--- config.mk ---
export PLATFORM = sky130hd
export DESIGN_NAME = array_26_arbiter
export DESIGN_NICKNAME = d
export VERILOG_FILES = /design/src/rtl/array_26_arbiter.sv
export SDC_FILE = /design/constraint.sdc
export NUM_CORES = 1
export LEC_CHECK = 0
export BUFFER_PORTS_ARGS = -buffer_cell sky130_fd_sc_hd__buf_2
export CAP_MARGIN = 0
export CORE_AREA = 8 8 291 293
export CTS_BUF_LIST = sky130_fd_sc_hd__clkbuf_2
export DETAILED_ROUTE_END_ITERATION = 10
export DIE_AREA = 0 0 299 301
export PLACE_DENSITY = 0.3
export SYNTH_ARGS = -nofsm -noshare
export SYNTH_HDL_FRONTEND = slang
export SYNTH_SLANG_ARGS = --single-unit
--- constraint.sdc ---
create_clock -name clock -period 1.9 [get_ports clock]
set_input_delay 0.095 -clock clock [delete_from_list [all_inputs] [get_ports clock]]
set_output_delay 0.095 -clock clock [all_outputs]
set_load 0.02 [all_outputs]
--- src/rtl/array_26_arbiter.sv ---
// Front-end for the 4096 x 112 single-port array: zero-fill, then
// round-robin sharing of the RW port between requesters A and B.
module array_26_arbiter #(
  parameter int ADDR_W  = 12,
  parameter int LANES   = 16,
  parameter int LANE_W  = 7,
  parameter int INIT_EN = 1,
  localparam int DATA_W = LANES * LANE_W
) (
  input  logic              clock,
  input  logic              reset_n,
  input  logic              init_req,
  output logic              init_done,
  input  logic              a_valid,
  output logic              a_ready,
  input  logic              a_wmode,
  input  logic [ADDR_W-1:0] a_addr,
  input  logic [LANES-1:0]  a_wmask,
  input  logic [DATA_W-1:0] a_wdata,
  output logic              a_rvalid,
  output logic [DATA_W-1:0] a_rdata,
  input  logic              b_valid,
  output logic              b_ready,
  input  logic              b_wmode,
  input  logic [ADDR_W-1:0] b_addr,
  input  logic [LANES-1:0]  b_wmask,
  input  logic [DATA_W-1:0] b_wdata,
  output logic              b_rvalid,
  output logic [DATA_W-1:0] b_rdata,
  output logic              mem_en,
  output logic              mem_wmode,
  output logic [ADDR_W-1:0] mem_addr,
  output logic [LANES-1:0]  mem_wmask,
  output logic [DATA_W-1:0] mem_wdata,
  input  logic [DATA_W-1:0] mem_rdata
);

  typedef enum logic [1:0] {
    START,
    INIT,
    RUN
  } state_t;

  state_t            state;
  logic [ADDR_W-1:0] init_cnt;
  logic              rr_prio;
  logic              rd_owner_a;
  logic              rd_owner_b;

  logic in_init;
  logic can_gnt;
  logic gnt_a;
  logic gnt_b;

  assign in_init = (state == INIT);
  assign can_gnt = (state == RUN) && !init_req;

  // A wins unless B is also valid and B holds the priority
  assign gnt_a = can_gnt && a_valid &&
                 (!b_valid || !rr_prio);
  assign gnt_b = can_gnt && b_valid &&
                 (!a_valid || rr_prio);

  assign init_done = (state == RUN);
  assign a_ready   = gnt_a;
  assign b_ready   = gnt_b;
  assign a_rvalid  = rd_owner_a;
  assign b_rvalid  = rd_owner_b;
  assign a_rdata   = mem_rdata;
  assign b_rdata   = mem_rdata;

  always_comb begin
    mem_en    = 1'b0;
    mem_wmode = 1'b0;
    mem_addr  = '0;
    mem_wmask = '0;
    mem_wdata = '0;
    unique case (1'b1)
      in_init: begin
        mem_en    = 1'b1;
        mem_wmode = 1'b1;
        mem_addr  = init_cnt;
        mem_wmask = '1;
      end
      gnt_a: begin
        mem_en    = 1'b1;
        mem_wmode = a_wmode;
        mem_addr  = a_addr;
        mem_wmask = a_wmask;
        mem_wdata = a_wdata;
      end
      gnt_b: begin
        mem_en    = 1'b1;
        mem_wmode = b_wmode;
        mem_addr  = b_addr;
        mem_wmask = b_wmask;
        mem_wdata = b_wdata;
      end
      default: ;
    endcase
  end

  always_ff @(posedge clock or negedge reset_n) begin
    if (!reset_n) begin
      state      <= START;
      init_cnt   <= '0;
      rr_prio    <= 1'b0;
      rd_owner_a <= 1'b0;
      rd_owner_b <= 1'b0;
    end else begin
      unique case (state)
        START: begin
          init_cnt <= '0;
          state    <= (INIT_EN != 0) ? INIT : RUN;
        end
        INIT: begin
          init_cnt <= init_cnt + 1'b1;
          if (&init_cnt) state <= RUN;
        end
        RUN: begin
          if (init_req) state <= START;
        end
        default: state <= START;
      endcase
      if (gnt_a)      rr_prio <= 1'b1;
      else if (gnt_b) rr_prio <= 1'b0;
      rd_owner_a <= gnt_a && !a_wmode;
      rd_owner_b <= gnt_b && !b_wmode;
    end
  end

endmodule

==> impl_metrics.json <==
{
  "vias": 5111,
  "hold_path_class": "in -> reg",
  "final_cell_mix": "309 x buf_2, 119 x buf_6, 108 x a22o_1",
  "slew_headroom_pct": 67.3,
  "avgSynthCellArea_um2": 8.20,
  "max-cap-violations": 0,
  "syn_inst": 516,
  "synth_warnings": 0,
  "worstMarginPinSlew_ns": 0.490,
  "layout-drive-gt1-share_pct": 69.0,
  "grt_pass1_vias": 5442,
  "syn_area_mm2": 0.00423,
  "violations": "negative setup slack",
  "cts_tree": "done",
  "chipHeight_um": 301,
  "drc": 0,
  "path_delay_family": "simple AND/OR/NAND/NOR gates",
  "die-width_um": 299,
  "final_common_cell": "buf_2",
  "hold_slack_ns": 0.162,
  "crit_chain": "nor3b_4, nand3_2, clkinv_8, buf_12, clkbuf_16, or3_1, buf_6",
  "crit_path_end_kind": "output pin",
  "worstSetupPathType": "reg -> out",
  "min_period_over_period_pct": 116,
  "grt_max_degree": 56,
  "num_rows": 104,
  "drt-total-wl_um": 31900,
  "synth_ff_type": "dfrtp_1",
  "synth_edf_count": 0,
  "total_power_uw": 923,
  "critical_path.max_stage_delay_ns": 0.46,
  "dp.cells": 1757,
  "drt-pass1-iter-count": 4,
  "initial_core_util_pct": 5.30,
  "synth_cell_type_count": 33,
  "setup_viol": 144,
  "async_reset_ff_share_pct": 100,
  "htree_levels": 1,
  "critPathLaunchType": "flip-flop",
  "timing.final.ws_setup_ns": -0.310,
  "fp.dieArea_mm2": 0.0900,
  "synthToLayoutAreaGrowth_pct": 82.8,
  "fin_cells": 1813,
  "worst_path_max_delay_cell": "dfrtp_2",
  "ys_seq_elements": 17,
  "routabilityCongestion": 0.776,
  "grtUsageTotal_pct": 5.68,
  "nets": 1150,
  "synth_nets": 916,
  "fin_worst_skew_ns": 0.0137,
  "core_area_mm2": 0.0799,
  "worstReg2RegStart": "state[1]",
  "powerDensity_mw_per_mm2": 119,
  "p_leak_uw": 0.00348,
  "path_buf_inv": 4,
  "portBuffers": 433,
  "clk_latency_ns": 0.36,
  "cp_max_fo": 8,
  "slew_viol_final": 0,
  "hold_start": "b_valid",
  "wl_per_cell_um": 17.6,
  "dp_slack_ns": -0.142,
  "io_pins": 770,
  "finalCriticalPeriod_ns": 2.21,
  "cp.arrival_ns": 2.11,
  "r2r_slack_ns": 0.15,
  "path_clk_slew_ns": 0.24,
  "grt_pass1_wl_um": 37800,
  "status": "finished with violations",
  "drt_iter0_markers": 254,
  "dp_hpwl_um": 22300,
  "clockRootBuffer": "clkbuf_2",
  "hold_viol_final": 0,
  "rsz0062_at_grt": "yes",
  "antenna_found_initial": 12,
  "vias_per_cell": 2.82,
  "grt_overflow": 0,
  "cts_buffer_depth": 2,
  "max_freq_ghz": 0.453,
  "required_ns": 1.80,
  "timing.rr.end": "init_cnt[10]",
  "ir_drop_v": 0.000134,
  "rr_worst_depth": 5,
  "holdPathStages": 4,
  "ys_seq_area_share_pct": 10.1,
  "min_to": "b_rvalid",
  "ant_nets": 0,
  "cts_num_sinks": 17,
  "cts_made_buffers": 3
}
worst register-to-register path, delay by kind of cell, from the launching register on:
family	cells	cell delay, ns
DFF	1	0.46
AOI/OAI and AO/OA	1	0.47
buffers and inverters	3	0.51
and+or+nand+nor	1	0.22
state kept, by name (all words and copies together), names as in the netlist:
| signal | flops |
|---|---|
| b_rvalid | 1 |
| a_rvalid | 1 |
| init_cnt | 12 |
| state | 2 |
| rr_prio | 1 |
cells by family after synthesis:
group | count (synthesis) | synth area share (%)
AO/OA/AOI/OAI | 162 | 33.9
adder cells (fa/ha/maj) | 1 | 0.296
AND/OR/NAND/NOR | 63 | 7.80
flip-flops | 17 | 10.1
multiplexers | 3 | 0.709
buffers and inverters | 270 | 47.2
per-stage QoR:
stage	util (%)	TNS (ns)	cell area [um2]
detailed placement	7.40	-2.78	5910
floorplan	-	0	4230
finish	9.68	-30.84	7740
global route	9.67	-52.52	7730
CTS	8.98	-50.32	7170
global placement	7.40	-3.68	5910
synthesized netlist by cell type, drive strengths merged (2+ instances only):
cell type	n	area [um2]
and3	16	100
a221o	29	290
nand4	2	12.5
a22o	113	990
buf	260	1960
mux2i	3	30.0
nand2	19	71.3
inv	3	11.3
clkbuf	7	26.3
o311ai	7	61.3
nor2	7	26.3
o21ai	4	20.0
a31o	4	35.0
a21o	2	15.0
and2	2	12.5
dfrtp	17	425
nand3	9	45.0
timing repair:
item / CTS / global route
gates cloned: 11 / 12
hold endpoints to repair: 19 / 0
pin swaps: 51 / 13
hold buffers: 3 / 0
buffers inserted: 18 / 6
endpoints found under the setup margin: 144 / 144
gates resized for setup: 211 / 80
power breakdown:
part           switching, uW  internal [uW]  leakage (uW)
sequential                 0            363      0.000221
clock                    167           48.8     0.0000126
combinational            132            213       0.00324
total                    299            624       0.00348
worst max-delay path by stage:
stage	from	end	slack [ns]	cells past startpoint
floorplan	state[0]	mem_wdata[22]	0.36	5
global placement	state[0]	mem_wmask[14]	-0.17	6
detailed placement	state[1]	mem_wmask[13]	-0.14	6
CTS	state[0]	mem_wdata[106]	-0.40	8
global route	state[0]	mem_wdata[88]	-0.43	7
finish	state[1]	mem_en	-0.31	7
layer usage:
layer  vias up  share of wire [%]  track usage, %
li1       2167                  -               -
met1      2295                 34            5.50
met2       535                 48            9.96
met3       112                 13            3.28
met4         2                5.1            2.17
met5         -              0.031               0
cell type report:
type	count	area (um2)
Antenna cell	4	10.0
Clock buffer	3	15.0
Clock inverter	1	7.51
Fill cell	9249	72200
Inverter	3	27.5
Multi-Input combinational cell	230	1900
Sequential cell	17	428
Tap cell	1060	1330
Timing Repair Buffer	495	4020
Power figures use the tool's default switching activity.
